**config.mk**
```make
export PLATFORM = sky130hd
export DESIGN_NAME = multicycle_controller_flat
export DESIGN_NICKNAME = d
export VERILOG_FILES = /design/src/rtl/multicycle_controller_if.sv /design/src/rtl/multicycle_controller.sv /design/src/flat_wrapper.sv
export SDC_FILE = /design/constraint.sdc
export NUM_CORES = 1
export LEC_CHECK = 0
export CELL_PAD_IN_SITES_DETAIL_PLACEMENT = 1
export CELL_PAD_IN_SITES_GLOBAL_PLACEMENT = 2
export CORE_MARGIN = 2
export CORE_UTILIZATION = 21
export CTS_CLUSTER_SIZE = 28
export DETAILED_ROUTE_END_ITERATION = 6
export HOLD_SLACK_MARGIN = 0.1
export PLACE_DENSITY = 0.95
export SETUP_SLACK_MARGIN = 0.2
export SLEW_MARGIN = 10
export SYNTH_ARGS = -nofsm -noshare
export SYNTH_HDL_FRONTEND = slang
export SYNTH_SLANG_ARGS = --single-unit
export TNS_END_PERCENT = 50
```
**constraint.sdc**
```tcl
create_clock -name clk -period 5.2 [get_ports clk]
set_input_delay 1.04 -clock clk [delete_from_list [all_inputs] [get_ports clk]]
set_output_delay 1.04 -clock clk [all_outputs]
set_load 0.1 [all_outputs]
```
**src/rtl/multicycle_controller_if.sv**
```systemverilog
// Control bundle between the multicycle sequencer and the MIPS datapath.
// The master side drives the datapath controls. The slave side returns IR fields and status.
interface multicycle_controller_if;
    logic [5:0] opcode;
    logic [5:0] func;
    logic       Zero;
    logic       mem_ready;
    logic       PCWrite;
    logic [1:0] PCsrc;
    logic       IorD;
    logic       memRead;
    logic       memWrite;
    logic       IRWrite;
    logic       Reg_Write;
    logic [1:0] RegDst;
    logic [1:0] memToReg;
    logic       ALUsrcA;
    logic [1:0] ALUsrcB;
    logic [1:0] ALUop;
    logic       instr_done;
    logic [3:0] state;

    modport master (
        input  opcode, func, Zero, mem_ready,
        output PCWrite, PCsrc, IorD, memRead, memWrite, IRWrite, Reg_Write,
               RegDst, memToReg, ALUsrcA, ALUsrcB, ALUop, instr_done, state
    );

    modport slave (
        output opcode, func, Zero, mem_ready,
        input  PCWrite, PCsrc, IorD, memRead, memWrite, IRWrite, Reg_Write,
               RegDst, memToReg, ALUsrcA, ALUsrcB, ALUop, instr_done, state
    );
endinterface

```
**src/rtl/multicycle_controller.sv**
```systemverilog
// Moore sequencer for the multicycle MIPS datapath. It decodes opcode/func and
// drives every mux select and write enable for the current state.
module multicycle_controller (
    input  logic                         clk,
    input  logic                         rst,
    multicycle_controller_if.master      bus
);

    typedef enum logic [3:0] {
        FETCH  = 4'd0,
        DECODE = 4'd1,
        MEMADR = 4'd2,
        MEMRD  = 4'd3,
        MEMWB  = 4'd4,
        MEMWR  = 4'd5,
        RTEX   = 4'd6,
        RTWB   = 4'd7,
        IMMEX  = 4'd8,
        IMMWB  = 4'd9,
        BRANCH = 4'd10,
        JUMP   = 4'd11,
        JAL    = 4'd12,
        JR     = 4'd13
    } state_t;

    localparam logic [5:0] OP_RTYPE = 6'h00;
    localparam logic [5:0] OP_J     = 6'h02;
    localparam logic [5:0] OP_JAL   = 6'h03;
    localparam logic [5:0] OP_BEQ   = 6'h04;
    localparam logic [5:0] OP_BNE   = 6'h05;
    localparam logic [5:0] OP_ADDI  = 6'h08;
    localparam logic [5:0] OP_SLTI  = 6'h0a;
    localparam logic [5:0] OP_LW    = 6'h23;
    localparam logic [5:0] OP_SW    = 6'h2b;
    localparam logic [5:0] FN_JR    = 6'h08;

    state_t cur;
    logic   op_known;

    always_comb begin
        op_known = 1'b0;
        case (bus.opcode)
            OP_RTYPE, OP_J, OP_JAL, OP_BEQ, OP_BNE,
            OP_ADDI, OP_SLTI, OP_LW, OP_SW: op_known = 1'b1;
            default:                        op_known = 1'b0;
        endcase
    end

    always_ff @(posedge clk or posedge rst) begin
        if (rst) begin
            cur <= FETCH;
        end else begin
            case (cur)
                FETCH:  if (bus.mem_ready) cur <= DECODE;
                DECODE: begin
                    case (bus.opcode)
                        OP_LW, OP_SW:     cur <= MEMADR;
                        OP_RTYPE:         cur <= (bus.func == FN_JR) ? JR : RTEX;
                        OP_ADDI, OP_SLTI: cur <= IMMEX;
                        OP_BEQ, OP_BNE:   cur <= BRANCH;
                        OP_J:             cur <= JUMP;
                        OP_JAL:           cur <= JAL;
                        default:          cur <= FETCH;
                    endcase
                end
                MEMADR: cur <= (bus.opcode == OP_LW) ? MEMRD : MEMWR;
                MEMRD:  if (bus.mem_ready) cur <= MEMWB;
                MEMWB:  cur <= FETCH;
                MEMWR:  if (bus.mem_ready) cur <= FETCH;
                RTEX:   cur <= RTWB;
                RTWB:   cur <= FETCH;
                IMMEX:  cur <= IMMWB;
                IMMWB:  cur <= FETCH;
                BRANCH: cur <= FETCH;
                JUMP:   cur <= FETCH;
                JAL:    cur <= FETCH;
                JR:     cur <= FETCH;
                default: cur <= FETCH;
            endcase
        end
    end

    assign bus.state = cur;

    always_comb begin
        bus.PCWrite    = 1'b0;
        bus.PCsrc      = '0;
        bus.IorD       = 1'b0;
        bus.memRead    = 1'b0;
        bus.memWrite   = 1'b0;
        bus.IRWrite    = 1'b0;
        bus.Reg_Write  = 1'b0;
        bus.RegDst     = '0;
        bus.memToReg   = '0;
        bus.ALUsrcA    = 1'b0;
        bus.ALUsrcB    = '0;
        bus.ALUop      = '0;
        bus.instr_done = 1'b0;
        case (cur)
            FETCH: begin
                bus.memRead = 1'b1;
                bus.ALUsrcB = 2'b01;
                bus.IRWrite = bus.mem_ready;
                bus.PCWrite = bus.mem_ready;
            end
            DECODE: begin
                // The branch target is computed here so that BRANCH can load it from ALUOut.
                bus.ALUsrcB    = 2'b11;
                bus.instr_done = ~op_known;
            end
            MEMADR: begin
                bus.ALUsrcA = 1'b1;
                bus.ALUsrcB = 2'b10;
            end
            MEMRD: begin
                bus.memRead = 1'b1;
                bus.IorD    = 1'b1;
            end
            MEMWB: begin
                bus.Reg_Write  = 1'b1;
                bus.memToReg   = 2'b01;
                bus.instr_done = 1'b1;
            end
            MEMWR: begin
                bus.memWrite   = 1'b1;
                bus.IorD       = 1'b1;
                bus.instr_done = bus.mem_ready;
            end
            RTEX: begin
                bus.ALUsrcA = 1'b1;
                bus.ALUop   = 2'b10;
            end
            RTWB: begin
                bus.Reg_Write  = 1'b1;
                bus.RegDst     = 2'b01;
                bus.instr_done = 1'b1;
            end
            IMMEX: begin
                bus.ALUsrcA = 1'b1;
                bus.ALUsrcB = 2'b10;
                bus.ALUop   = (bus.opcode == OP_SLTI) ? 2'b11 : 2'b00;
            end
            IMMWB: begin
                bus.Reg_Write  = 1'b1;
                bus.instr_done = 1'b1;
            end
            BRANCH: begin
                bus.ALUsrcA    = 1'b1;
                bus.ALUop      = 2'b01;
                bus.PCsrc      = 2'b01;
                bus.PCWrite    = (bus.opcode == OP_BNE) ? ~bus.Zero : bus.Zero;
                bus.instr_done = 1'b1;
            end
            JUMP: begin
                bus.PCsrc      = 2'b10;
                bus.PCWrite    = 1'b1;
                bus.instr_done = 1'b1;
            end
            JAL: begin
                bus.PCsrc      = 2'b10;
                bus.PCWrite    = 1'b1;
                bus.Reg_Write  = 1'b1;
                bus.RegDst     = 2'b10;
                bus.memToReg   = 2'b10;
                bus.instr_done = 1'b1;
            end
            JR: begin
                bus.PCsrc      = 2'b11;
                bus.PCWrite    = 1'b1;
                bus.instr_done = 1'b1;
            end
            default: ;
        endcase
        // Reset masks every side effect immediately, including one that would occur mid-access.
        if (rst) begin
            bus.PCWrite    = 1'b0;
            bus.IRWrite    = 1'b0;
            bus.Reg_Write  = 1'b0;
            bus.memWrite   = 1'b0;
            bus.memRead    = 1'b0;
            bus.instr_done = 1'b0;
        end
    end

endmodule

```
**src/flat_wrapper.sv**
```systemverilog
// flat-port wrapper written by rule: the top's interface ports become plain ports
module multicycle_controller_flat 
  (clk, rst, bus_opcode, bus_func, bus_Zero, bus_mem_ready, bus_PCWrite, bus_PCsrc, bus_IorD, bus_memRead, bus_memWrite, bus_IRWrite, bus_Reg_Write, bus_RegDst, bus_memToReg, bus_ALUsrcA, bus_ALUsrcB, bus_ALUop, bus_instr_done, bus_state);
  multicycle_controller_if bus_i ();
  input  logic clk;
  input  logic rst;
  input wire logic [$bits(bus_i.opcode)-1:0] bus_opcode;
  input wire logic [$bits(bus_i.func)-1:0] bus_func;
  input wire logic [$bits(bus_i.Zero)-1:0] bus_Zero;
  input wire logic [$bits(bus_i.mem_ready)-1:0] bus_mem_ready;
  output wire logic [$bits(bus_i.PCWrite)-1:0] bus_PCWrite;
  output wire logic [$bits(bus_i.PCsrc)-1:0] bus_PCsrc;
  output wire logic [$bits(bus_i.IorD)-1:0] bus_IorD;
  output wire logic [$bits(bus_i.memRead)-1:0] bus_memRead;
  output wire logic [$bits(bus_i.memWrite)-1:0] bus_memWrite;
  output wire logic [$bits(bus_i.IRWrite)-1:0] bus_IRWrite;
  output wire logic [$bits(bus_i.Reg_Write)-1:0] bus_Reg_Write;
  output wire logic [$bits(bus_i.RegDst)-1:0] bus_RegDst;
  output wire logic [$bits(bus_i.memToReg)-1:0] bus_memToReg;
  output wire logic [$bits(bus_i.ALUsrcA)-1:0] bus_ALUsrcA;
  output wire logic [$bits(bus_i.ALUsrcB)-1:0] bus_ALUsrcB;
  output wire logic [$bits(bus_i.ALUop)-1:0] bus_ALUop;
  output wire logic [$bits(bus_i.instr_done)-1:0] bus_instr_done;
  output wire logic [$bits(bus_i.state)-1:0] bus_state;
  assign bus_i.opcode = bus_opcode;
  assign bus_i.func = bus_func;
  assign bus_i.Zero = bus_Zero;
  assign bus_i.mem_ready = bus_mem_ready;
  assign bus_PCWrite = bus_i.PCWrite;
  assign bus_PCsrc = bus_i.PCsrc;
  assign bus_IorD = bus_i.IorD;
  assign bus_memRead = bus_i.memRead;
  assign bus_memWrite = bus_i.memWrite;
  assign bus_IRWrite = bus_i.IRWrite;
  assign bus_Reg_Write = bus_i.Reg_Write;
  assign bus_RegDst = bus_i.RegDst;
  assign bus_memToReg = bus_i.memToReg;
  assign bus_ALUsrcA = bus_i.ALUsrcA;
  assign bus_ALUsrcB = bus_i.ALUsrcB;
  assign bus_ALUop = bus_i.ALUop;
  assign bus_instr_done = bus_i.instr_done;
  assign bus_state = bus_i.state;
  multicycle_controller u_core (.clk(clk), .rst(rst), .bus(bus_i));
endmodule
```
### After elaboration in Yosys (flattened, before gate mapping)

Index checks and enable logic that the tools add are counted.

| word-level totals | value |
|---|---|
| word-level logic and storage cells | 72 |
| bits of input ports | 16 |
| output and inout port bits | 22 |
| flip-flop bits (word level) | 4 |

| cells by class | value |
|---|---|
| multiplexer cells | 29 |
| bitwise operators | 2 |
| equality and inequality tests | 25 |
| reductions and logical operators | 15 |

Operators with widths:

| operator | number |
|---|---|
| one-hot mux 4 bit (7 select lines) | 1 |
| equality test 4 bit, second input constant | 6 |
| one-hot mux 4 bit (6 select lines) | 1 |
| equality test 6 x 4 -> 1 bit, second input constant | 3 |
| one-hot mux 2 bit (3 select lines) | 3 |
| equality test 4 x 3 -> 1 bit, second input constant | 4 |
| two-way mux 4 bit | 4 |
| two-way mux 1 bit | 14 |
| OR reduction 2 bit | 7 |
| equality test 6 x 2 -> 1 bit, second input constant | 2 |
| equality test 6 x 3 -> 1 bit, second input constant | 2 |
| equality test 6 bit, second input constant | 2 |
| OR reduction 9 bit | 1 |
| equality test 4 x 2 -> 1 bit, second input constant | 2 |
| one-hot mux 2 bit (2 select lines) | 2 |
| OR reduction 4 bit | 2 |
| OR reduction 7 bit | 1 |
| logical NOT 6 bit | 1 |
| != test 2 bit, second input constant | 3 |
| one-hot mux 1 bit (3 select lines) | 2 |
| equality test 4 x 1 -> 1 bit, second input constant | 1 |
| logical NOT 4 bit | 1 |
| two-way mux 3 bit | 1 |
| AND reduction 3 bit | 1 |
| 3 further kinds | 4 |

### Depth between registers and ports, before layout

Gate-level depths: netlist of the first run.

| depth | value |
|---|---|
| depth in word-level cells | 6 |
| depth in mapped cells | 6 |

### Worst setup path after synthesis of the first run

Ideal clock, no wire load.

| timing path | value |
|---|---|
| path kind | register to output |
| start | reg u_core.cur[1] (netlist: u_core.bus.state[1]) |
| end | out bus_PCWrite |
| slack | -1.164 ns |
| arrival time | 5.324 ns |
| stages on the path, launching flop included | 6 |
| cells stage by stage | dfrtp_1 -> clkbuf_1 -> nand2b_1 -> o22ai_1 -> a311oi_1 -> a211oi_1 |

| on the way | value |
|---|---|
| word-level cells in the longest chain between the ends | 4 |

RTL lines:

| element | RTL line | RTL |
|---|---|---|
| from (decl) | multicycle_controller.sv:37 | `state_t cur;` |
| from (signal assigned) | multicycle_controller.sv:58 | `OP_RTYPE: cur <= (bus.func == FN_JR) ? JR : RTEX;` |
| from (signal assigned) | multicycle_controller.sv:66 | `MEMADR: cur <= (bus.opcode == OP_LW) ? MEMRD : MEMWR;` |
| equality test 4 bit | multicycle_controller.sv:99 | `case (cur)` |
| OR reduction 3 bit (no line) | - |  |
| one-hot mux 1 bit (3 select lines) (*) | multicycle_controller.sv:99 |  |
| two-way mux 1 bit (*) | multicycle_controller.sv:175 | `if (rst) begin` |
| to (decl) | flat_wrapper.sv:11 | `output wire logic [$bits(bus_i.PCWrite)-1:0] bus_PCWrite;` |

Every way passes the cells marked *; elsewhere a longest branch is shown, timed or not.

### Worst setup path in the final report of the first run

| timing path | value |
|---|---|
| start | in bus_opcode[3] |
| end | out bus_PCWrite |

| on the way | value |
|---|---|
| word-level cells in the longest chain between the ends | 4 |

RTL lines:

| element | RTL line | RTL |
|---|---|---|
| from (decl) | flat_wrapper.sv:7 | `input wire logic [$bits(bus_i.opcode)-1:0] bus_opcode;` |
| equality test 6 x 3 -> 1 bit | multicycle_controller.sv:151 | `bus.PCWrite = (bus.opcode == OP_BNE) ? ~bus.Zero : bus.Zero;` |
| two-way mux 1 bit | multicycle_controller.sv:151 |  |
| one-hot mux 1 bit (3 select lines) | multicycle_controller.sv:99 |  |
| two-way mux 1 bit | multicycle_controller.sv:175 |  |

No other way between the ends.

==> reports/metrics.csv, run 1 <==
stage;metric;value;unit
finish;nets;162;
synthesis;synthCells;116;
timing;finalClockSkew;0.000765;ns
drt;num_vias;980;
clock_tree;cts_hold_buf;0;
setup_path;end_kind;primary output;
synthesis;syn_area;768;um2
clock_tree;clockRootBuffer;clkbuf_4;
timing;worstMarginPinSlew;0.977;ns
outcome;status;finished clean;
drt;drt-initial-drc-count;40;
floorplanning;ios;38;
finish;finalInstanceArea;1150;um2
worst_hold_path;min_path_type;reg -> reg;
setup_path;cpPeakStageDelay;0.60;ns
timing;period_needed;4.27;ns
clock_tree;clkTransAtPathRegs;0.04;ns
setup_path;cp_cell_sequence;clkdlybuf4s50_1 > nor4b_4 > nand3b_1 > or4_1 > a211oi_2 > buf_4;
finish;multiInputGateArea;603;um2
clock_tree;post_cts_buffers;0;
finish;diodes;0;
setup_path;cp-start-kind;input port;
floorplanning;die-area;4160;um2
power;p_clk_share;8.0;%
power;pwr-share-comb;76.7;%
timing;final-hold-violation-count;0;
clock_tree;cts_max_level;1;
drt;wire_per_inst;14.9;um
drt;avgViaCountPerCell;5.16;
global_routing;grt-ovfl-total;0;
floorplanning;coreArea;3420;um2
global_routing;antenna_found_initial;0;
synthesis;synthMuxAreaShare;0;%
power;power.switching;0.322;mW
global_routing;grt_pass1_vias;984;
power;p_int;0.152;mW
global_routing;grt_max_degree;25;
synthesis;avgSynthCellArea;6.62;um2
setup_path;required;4.16;ns
timing;slew_headroom;34.7;%
finish;largest_reg_flops;4;
setup_path;timing.rr.start;u_core.bus.state[2];
finish;fill_cells;438;
place;gp_congestion;0.798;
clock_tree;cts_buffer_depth;2;
synthesis;synth_top_family_by_area;simple AND/OR/NAND/NOR gates;
clock_tree;clock_latency;0.23;ns
worst_hold_path;hp-start;u_core.bus.state[0];
setup_path;reg2regPathDepth;4;
synthesis;synthSimpleGateAreaFrac;47.2;%
synthesis;ys_async_sr_fraction;100;%
setup_path;cp.buffers_inverters;2;
timing;finalSetupTns;0;ns
finish;drive_gt1_share;12.5;%
drt;drc;0;
global_routing;grtUsageTotal;13.6;%
timing;setup_violations;0;
power;ir_drop;0.184;mV
power;power_frac_seq;15.4;%
setup_path;critPathArrivalTime;3.23;ns
setup_path;rrSetupSlack;3.42;ns
finish;syn2layout_area_growth;50.0;%
drt;first_pass_iters;4;
synthesis;synth_xor_area_share;2.28;%
drt;drtAntennaViolNets;0;
global_routing;grt_pass1_wl;4.59;mm
place;dp_cells;187;
power;switching_share;67.9;%
setup_path;cp_max_fo;10;
finish;final_cell_count_no_fill;190;
clock_tree;cts_tree;done;
clock_tree;cts_num_sinks;4;
synthesis;synth_compound_area_share;27.5;%
place;dpl.hpwl;2.20;mm
synthesis;ys_types;41;
timing;min_period_over_period;82.2;%
setup_path;cp_top_family;simple AND/OR/NAND/NOR gates;
synthesis;synth-edff-count;0;
drt;drt-total-wl;2.83;mm
setup_path;cpMaxStageDelayCell;clkdlybuf4s50_1;
finish;regArea;100;um2
worst_hold_path;hold_depth;3;
floorplanning;die_width;64.5;um
floorplanning;die_y;64.5;um
job;cap_violations;0;
timing;drv_slew;0;
power;finalPower;0.474;mW
timing;fmax;234;MHz
setup_path;reg2reg_to;u_core.bus.state[3];
floorplanning;num_rows;21;
synthesis;ys_seq_elements;4;
power;powerDensity;411;nW/um2
power;power.leakage;0.414;nW
timing;rsz0062_at_grt;false;
synthesis;syn_nets;132;
setup_path;crit_type;in -> out;
worst_hold_path;hold_path_end;u_core.bus.state[0];
synthesis;synthAdderAreaFrac;0;%
synthesis;yosysSeqAreaShare;13.0;%
clock_tree;cts_buffers;3;
synthesis;synthFlopType;dfrtp_1;
place;dpl_cell_area;1130;um2
clock_tree;post_cts_resized;0;
place;io_buffer_count;37;
floorplanning;initial_core_util;22.5;%
finish;final_util;33.7;%
synthesis;ys_warn_count;0;
worst max path at each step:
stage	from	to	slack, ns	cells past startpoint
finish	bus_opcode[3]	bus_PCWrite	0.93	6
global route	bus_opcode[3]	bus_PCWrite	0.81	6
CTS	bus_opcode[3]	bus_PCWrite	0.91	6
detailed placement	bus_opcode[3]	bus_PCWrite	0.91	6
global placement	bus_opcode[3]	bus_PCWrite	1.0	6
floorplan	u_core.bus.state[1]	bus_PCWrite	-0.28	5
kinds of logic after synthesis:
family,count (synthesis)
and+or+nand+nor,61
AOI/OAI and AO/OA,32
buffers and inverters,17
DFF,4
xor gates and xnor gates,2
per-layer routing:
layer	up-vias	global-route usage (%)	routed length, um
met5	-	0	0
met4	0	2.39	0
met3	0	2.60	132
met2	29	25.3	1410
met1	459	16.4	1290
li1	492	-	-
area by class of cell:
cell class | instances | share of cell area, %
flip-flops and latches | 4 | 8.69
well taps | 46 | 4.99
repair buffers | 37 | 30.4
inverters | 5 | 1.63
clock buffers | 3 | 1.95
multi-input cells | 95 | 52.3
worst register-to-register path: cells and delay by family, from the launching register on:
family / cells / cell delay [ns]
and+or+nand+nor: 3 / 0.86
DFF: 1 / 0.63
AOI/OAI and AO/OA: 1 / 0.23
power by group through the flow:
stage	clock, mW	sequential, mW	combinational (mW)
2_1_floorplan	0	0.0869	0.265
3_3_place_gp	0	0.0720	0.362
3_5_place_dp	0	0.0724	0.365
4_1_cts	0.0395	0.0717	0.365
5_1_grt	0.0413	0.0758	0.379
6_report	0.0378	0.0728	0.363
placed cells by master (no fill, tap or decap), types with 2 or more instances in the layout:
cell type and instances:
nand2_1 9, nand3b_1 4, nor4_1 3, clkdlybuf4s50_1 29
a21oi_1 8, o22ai_1 2, nor4b_1 2, xor2_1 2
clkbuf_4 3, nand2b_1 6, a211oi_1 3, nor2_1 12
inv_1 5, dfrtp_1 4, nor3_1 7, o21ai_0 6
a31oi_1 3, nand3_1 3, buf_4 8, or3_1 4
Yosys cell counts, types with 2 or more instances:
master | number | share of area [%]
nand3b_1 | 4 | 3.9
a31oi_1 | 3 | 2.4
nand2b_1 | 6 | 4.9
nor4_1 | 4 | 3.3
xor2_1 | 2 | 2.3
nand2_1 | 9 | 4.4
dfrtp_1 | 4 | 13
o21ai_0 | 6 | 3.9
inv_1 | 5 | 2.4
a21oi_1 | 8 | 5.2
clkbuf_1 | 8 | 3.9
a211oi_1 | 4 | 3.9
nor2_1 | 12 | 5.9
nor4b_1 | 2 | 2.3
or3_1 | 4 | 3.3
o22ai_1 | 2 | 1.6
nor3_1 | 7 | 4.6
nand3_1 | 3 | 2.0
metrics by stage:
step	worst slack, ns	hold WS (ns)
floorplan	-0.283	0.814
detailed placement	0.906	1.03
global placement	0.996	0.992
finish	0.927	1.04
global route	0.806	1.11
CTS	0.907	1.03
(Power assumes the default switching activity.)
==> run 2: changes to the inputs <==
CORE_UTILIZATION = 18   (was 21)
PLACE_DENSITY = 0.88   (was 0.95)
clock period = 3.49 ns   (was 5.2 ns; I/O delays follow)
==> reports/metrics.csv, run 2 (same netlist as run 1, synthesis figures left out) <==
stage;metric;value;unit;change
clock_tree;cts_num_sinks;4;;unchanged
drt;top_layer;met4;;
floorplanning;die-area;4810;um2;+16%
finish;nets;172;;+6.2%
timing;finalClockSkew;0.000255;ns;-0.000510 ns
power;power.switching;0.518;mW;+61%
timing;setup_violations;0;;unchanged
setup_path;critPathLaunch;bus_opcode[5];;
timing;final-hold-violation-count;0;;unchanged
global_routing;grt_pass1_vias;1093;;+11%
global_routing;grt_pass1_wl;5.42;mm;+18%
global_routing;grt_max_degree;20;;-20%
setup_path;required;2.79;ns;-1.37 ns
drt;drt-total-wl;3.15;mm;+11%
drt;first_pass_iters;4;;unchanged
power;ir_drop;0.202;mV;+9.9%
finish;final_cell_mix;buf_4 (26), nor2_1 (12), nand2_1 (9), clkdlybuf4s50_1 (9), a21oi_1 (8);;
outcome;status;finished clean;;
finish;diodes;0;;unchanged
setup_path;cpPeakStageDelay;0.58;ns;-0.02 ns
worst_hold_path;hp-start;u_core.bus.state[1];;
power;p_clk_share;11.8;%;+3.8 points
drt;dr_wl_met2;1.67;mm;+19%
setup_path;cp_max_fo;2;;-8
drt;dr_wl_met3;80;um;-39%
worst_hold_path;min_path_type;reg -> reg;;
floorplanning;die_y;69.3;um;+7.5%
floorplanning;initial_core_util;18.9;%;-3.6 points
global_routing;grtUsageTotal;13.8;%;+0.17 points
timing;rsz0062_at_grt;false;;
finish;fill_cells;499;;+14%
setup_path;cp_cell_sequence;dlymetal6s2s_1 > nor4b_4 > nand3b_1 > or4_4 > a211oi_4 > buf_12;;
drt;drtAntennaViolNets;0;;unchanged
clock_tree;post_cts_buffers;0;;unchanged
power;powerDensity;605;nW/um2;+47%
drt;wl_met1;1.35;mm;+4.9%
global_routing;antenna_found_initial;0;;unchanged
power;power_frac_seq;7.8;%;-7.6 points
timing;slew_headroom;60.0;%;+25 points
place;io_buffer_count;37;;unchanged
setup_path;end_kind;primary output;;
place;gp_congestion;0.810;;+1.5%
setup_path;crit_type;in -> out;;
timing;period_needed;3.13;ns;
clock_tree;cts_tree;done;;
place;dpl.hpwl;2.52;mm;+15%
setup_path;cp-start-kind;input port;;
timing;min_period_over_period;89.7;%;
drt;wire_per_inst;15.4;um;+3.7%
floorplanning;coreArea;4060;um2;+19%
global_routing;grt-ovfl-total;0;;unchanged
clock_tree;cts_hold_buf;0;;unchanged
clock_tree;clkTransAtPathRegs;0.03;ns;about the same
floorplanning;num_rows;23;;+9.5%
drt;drc;0;;unchanged
clock_tree;cts_buffer_depth;2;;unchanged
clock_tree;cts_buffers;3;;unchanged
timing;finalSetupTns;0;ns;unchanged
finish;syn2layout_area_growth;77.4;%;
drt;drt-initial-drc-count;24;;-40%
place;post-place-ws;0.121;ns;-0.785 ns
clock_tree;clock_latency;0.22;ns;about the same
power;power.leakage;0.579;nW;+40%
timing;setup_ws;0.358;ns;-0.569 ns
power;pwr-share-comb;80.4;%;+3.7 points
finish;drive_gt1_share;32.5;%;+20 points
timing;worstMarginPinSlew;0.600;ns;-0.377 ns
drt;num_vias;1042;;+6.3%
clock_tree;clockRootBuffer;clkbuf_8;;
timing;fmax;319;MHz;
finish;largest_reg_flops;4;;unchanged
power;switching_share;62.9;%;-5.1 points
timing;drv_slew;0;;unchanged
floorplanning;ios;38;;unchanged
floorplanning;die_width;69.3;um;+7.5%
setup_path;critPathArrivalTime;2.43;ns;-0.80 ns
clock_tree;cts_max_level;1;;unchanged
job;cap_violations;0;;unchanged
finish;final_common_cell;buf_4;;
power;p_int;0.306;mW;+100%
drt;avgViaCountPerCell;5.11;;-0.97%
setup_path;cpMaxStageDelayCell;or4_4;;
setup_path;timing.rr.start;u_core.bus.state[2];;
[run 2: cell count changes in the layout (fill, tap and decap cells not counted), moves of 3 or more]
cell / delta
buf_4: +18
buf_12: +6
dlymetal6s2s_1: +6
clkbuf_8: +3
clkdlybuf4s50_1: -20
clkbuf_4: -3
[run 2: final cells by class]
| class | count | area (um2) | area share [%] |
|---|---|---|---|
| multi-input cells | 95 | 659 | 48.4 |
| repair buffers | 47 | 480 | 35.3 |
| flip-flops and latches | 4 | 100 | 7.35 |
| well taps | 50 | 62.6 | 4.59 |
| clock buffers | 3 | 41.3 | 3.03 |
| inverters | 5 | 18.8 | 1.38 |
[run 2: metrics by stage]
stage	utilization (%)	hold slack [ns]	cell area [um2]	power, mW	cells
detailed placement	32.1	0.880	1300	0.731	201
CTS	33.2	0.885	1350	0.830	204
floorplan	-	0.472	832	0.550	116
global route	33.6	0.947	1360	0.867	204
global placement	32.1	0.855	1300	0.719	201
finish	33.6	0.895	1360	0.824	204
[run 2: power by group through the flow]
stage                     sequential (mW)  clock, mW  combinational [mW]
after detailed placement           0.0649          0               0.666
after global placement             0.0638          0               0.656
after floorplan                     0.130          0               0.420
after global routing               0.0659      0.103               0.698
after CTS                          0.0644     0.0985               0.667
final                              0.0643     0.0970               0.662
[run 2: worst max-delay path: cells and delay by family]
| kind | cells | cell delay [ns] |
|---|---|---|
| and+or+nand+nor | 3 | 1.06 |
| buffers and inverters | 2 | 0.36 |
| AOI/OAI and AO/OA | 1 | 0.30 |
[run 2: repair_timing]
action	4_1_cts	5_1_grt
resized for setup	1	6
pin swaps	2	4
setup endpoints to repair	1	1
[run 2: metal layers]
layer | GRT usage (%) | vias to the layer above
li1 | - | 506
met1 | 17.7 | 512
met2 | 23.7 | 20
met3 | 2.03 | 4
met4 | 4.36 | 0
met5 | 0 | -
[run 2: worst paths after layout]
kind	to	slack, ns	cells after the start
max in group asynchronous	u_core.bus.state[2]	2.38	2
worst min register to register	u_core.bus.state[2]	0.90	2
worst max register to register	u_core.bus.state[0]	1.66	5
worst max-delay path	bus_PCWrite	0.36	6
worst min-delay path	u_core.bus.state[2]	0.90	2
min in group asynchronous	u_core.bus.state[1]	0.94	2
==> run 3: changes to the inputs <==
PLACE_DENSITY = not set   (was 0.88)
PLACE_DENSITY_LB_ADDON = 0.1   (was not set)
==> reports/metrics.csv, run 3 (same netlist as run 1, synthesis figures left out) <==
stage;metric;value;unit;change
finish;largest_reg_flops;4;;unchanged
timing;setup_ws;0.268;ns;-0.0900 ns
timing;finalClockSkew;0.000954;ns;+0.000699 ns
finish;final_util;34.2;%;+0.59 points
setup_path;cpPeakStageDelay;0.47;ns;-0.11 ns
drt;first_pass_iters;4;;unchanged
worst_hold_path;min_path_type;reg -> reg;;
power;powerDensity;606;nW/um2;+0.26%
finish;fill_cells;484;;-3.0%
floorplanning;num_rows;23;;unchanged
global_routing;grtUsageTotal;13.4;%;-0.46 points
setup_path;required;2.79;ns;about the same
timing;fmax;310;MHz;-2.8%
clock_tree;clkTransAtPathRegs;0.03;ns;about the same
floorplanning;coreArea;4060;um2;unchanged
place;gp_congestion;0.757;;-6.5%
timing;setup_violations;0;;unchanged
timing;min_period_over_period;92.3;%;+2.6 points
global_routing;grt_max_degree;23;;+15%
clock_tree;clockRootBuffer;clkbuf_8;;
floorplanning;ios;38;;unchanged
drt;num_vias;1030;;-1.2%
finish;drive_gt1_share;34.0;%;+1.5 points
floorplanning;die_width;69.3;um;unchanged
job;cap_violations;0;;unchanged
outcome;status;finished clean;;
drt;drt-total-wl;3.24;mm;+2.7%
finish;regArea;100;um2;unchanged
global_routing;antenna_found_initial;0;;unchanged
global_routing;grt-ovfl-total;0;;unchanged
floorplanning;die-area;4810;um2;unchanged
power;power.leakage;0.556;nW;-3.9%
setup_path;cp.buffers_inverters;2;;unchanged
setup_path;end_kind;primary output;;
timing;period_needed;3.22;ns;+0.0900 ns
setup_path;cp_cell_sequence;clkdlybuf4s50_1 > nor4b_4 > nand3b_1 > or4_4 > a211oi_4 > buf_12;;
place;post-place-ws;0.139;ns;+0.0178 ns
timing;worstMarginPinSlew;0.437;ns;-0.164 ns
floorplanning;initial_core_util;18.9;%;unchanged
global_routing;grt_pass1_vias;1054;;-3.6%
global_routing;grt_pass1_wl;5.34;mm;-1.5%
clock_tree;cts_tree;done;;
finish;multiInputGateArea;666;um2;+0.95%
place;io_buffer_count;37;;unchanged
clock_tree;cts_num_sinks;4;;unchanged
setup_path;crit_type;in -> out;;
finish;diodes;0;;unchanged
setup_path;cpMaxStageDelayCell;clkdlybuf4s50_1;;
drt;drc;0;;unchanged
clock_tree;cts_hold_buf;0;;unchanged
drt;drt-initial-drc-count;33;;+38%
drt;wire_per_inst;15.7;um;+1.7%
finish;nets;174;;+1.2%
finish;final_cell_mix;buf_4 (27), clkdlybuf4s50_1 (13), nor2_1 (12);;
place;dpl.hpwl;2.56;mm;+1.6%
clock_tree;clock_latency;0.21;ns;about the same
setup_path;critPathArrivalTime;2.52;ns;+0.09 ns
drt;avgViaCountPerCell;5.00;;-2.1%
setup_path;rrSetupSlack;1.82;ns;+0.16 ns
drt;drtAntennaViolNets;0;;unchanged
clock_tree;cts_buffers;3;;unchanged
timing;slew_headroom;70.5;%;+11 points
finish;final_common_cell;buf_4;;
timing;rsz0062_at_grt;false;;
power;ir_drop;0.274;mV;+36%
finish;syn2layout_area_growth;80.5;%;
timing;finalSetupTns;0;ns;unchanged
power;finalPower;0.840;mW;+2.0%
clock_tree;cts_buffer_depth;2;;unchanged
floorplanning;die_y;69.3;um;unchanged
setup_path;cp_max_fo;2;;unchanged
timing;drv_slew;0;;unchanged
setup_path;cp_top_family;simple AND/OR/NAND/NOR gates;;
timing;final-hold-violation-count;0;;unchanged
setup_path;cp-start-kind;input port;;
clock_tree;cts_max_level;1;;unchanged
[run 3: cell count changes in the layout (fill, tap and decap cells not counted), sizes merged]
cell and change:
dlymetal6s2s -4, buf +2, clkdlybuf4s50 +4
[run 3: what timing repair did]
action | 4_1_cts | 5_1_grt
buffers inserted | 1 | 0
pin swaps | 2 | 2
setup endpoints to repair | 1 | 2
gates resized for setup | 1 | 3
[run 3: worst paths after layout]
kind | cells past startpoint | endpoint | start
max in group asynchronous | 2 | u_core.bus.state[2] | rst
min | 4 | u_core.bus.state[0] | u_core.bus.state[1]
min reg2reg | 4 | u_core.bus.state[0] | u_core.bus.state[1]
max | 6 | bus_PCWrite | bus_opcode[1]
max reg2reg | 5 | u_core.bus.state[3] | u_core.bus.state[1]
min in group asynchronous | 2 | u_core.bus.state[3] | rst
[run 3: worst register-to-register path, stage by stage, from the launching register on]
cell and delay, ns:
dfrtp_1 0.42, buf_4 0.23, nor2_1 0.26, nand3_1 0.15
nor4_1 0.30, a221o_2 0.23
[run 3: where the power goes]
| group | internal [mW] | total, mW | switching [mW] | leakage, nW |
|---|---|---|---|---|
| sequential | 0.0560 | 0.0609 | 0.00495 | 0.0540 |
| clock | 0.0733 | 0.0951 | 0.0218 | 0.0216 |
| combinational | 0.190 | 0.684 | 0.494 | 0.481 |
| total | 0.319 | 0.840 | 0.521 | 0.556 |
[run 3: final cells by class]
| class | instances | share of cell area [%] |
|---|---|---|
| multi-input cells | 95 | 48.0 |
| clock buffers | 3 | 2.98 |
| well taps | 50 | 4.51 |
| repair buffers | 49 | 35.9 |
| flip-flops and latches | 4 | 7.22 |
| inverters | 5 | 1.35 |
[run 3: routing by layer]
layer	up-vias	track usage, %	share of wire, %
met5	-	0	0
met4	0	2.61	0
met3	0	1.60	2.0
met2	12	22.1	49
met1	504	18.6	49
li1	514	-	-
[run 3: per-stage QoR]
stage	hold WS, ns	cell area (um2)	std cells
2_1_floorplan	0.472	832	116
6_report	0.880	1390	206
3_5_place_dp	0.886	1320	202
4_1_cts	0.894	1380	206
3_3_place_gp	0.860	1320	202
5_1_grt	0.954	1390	206
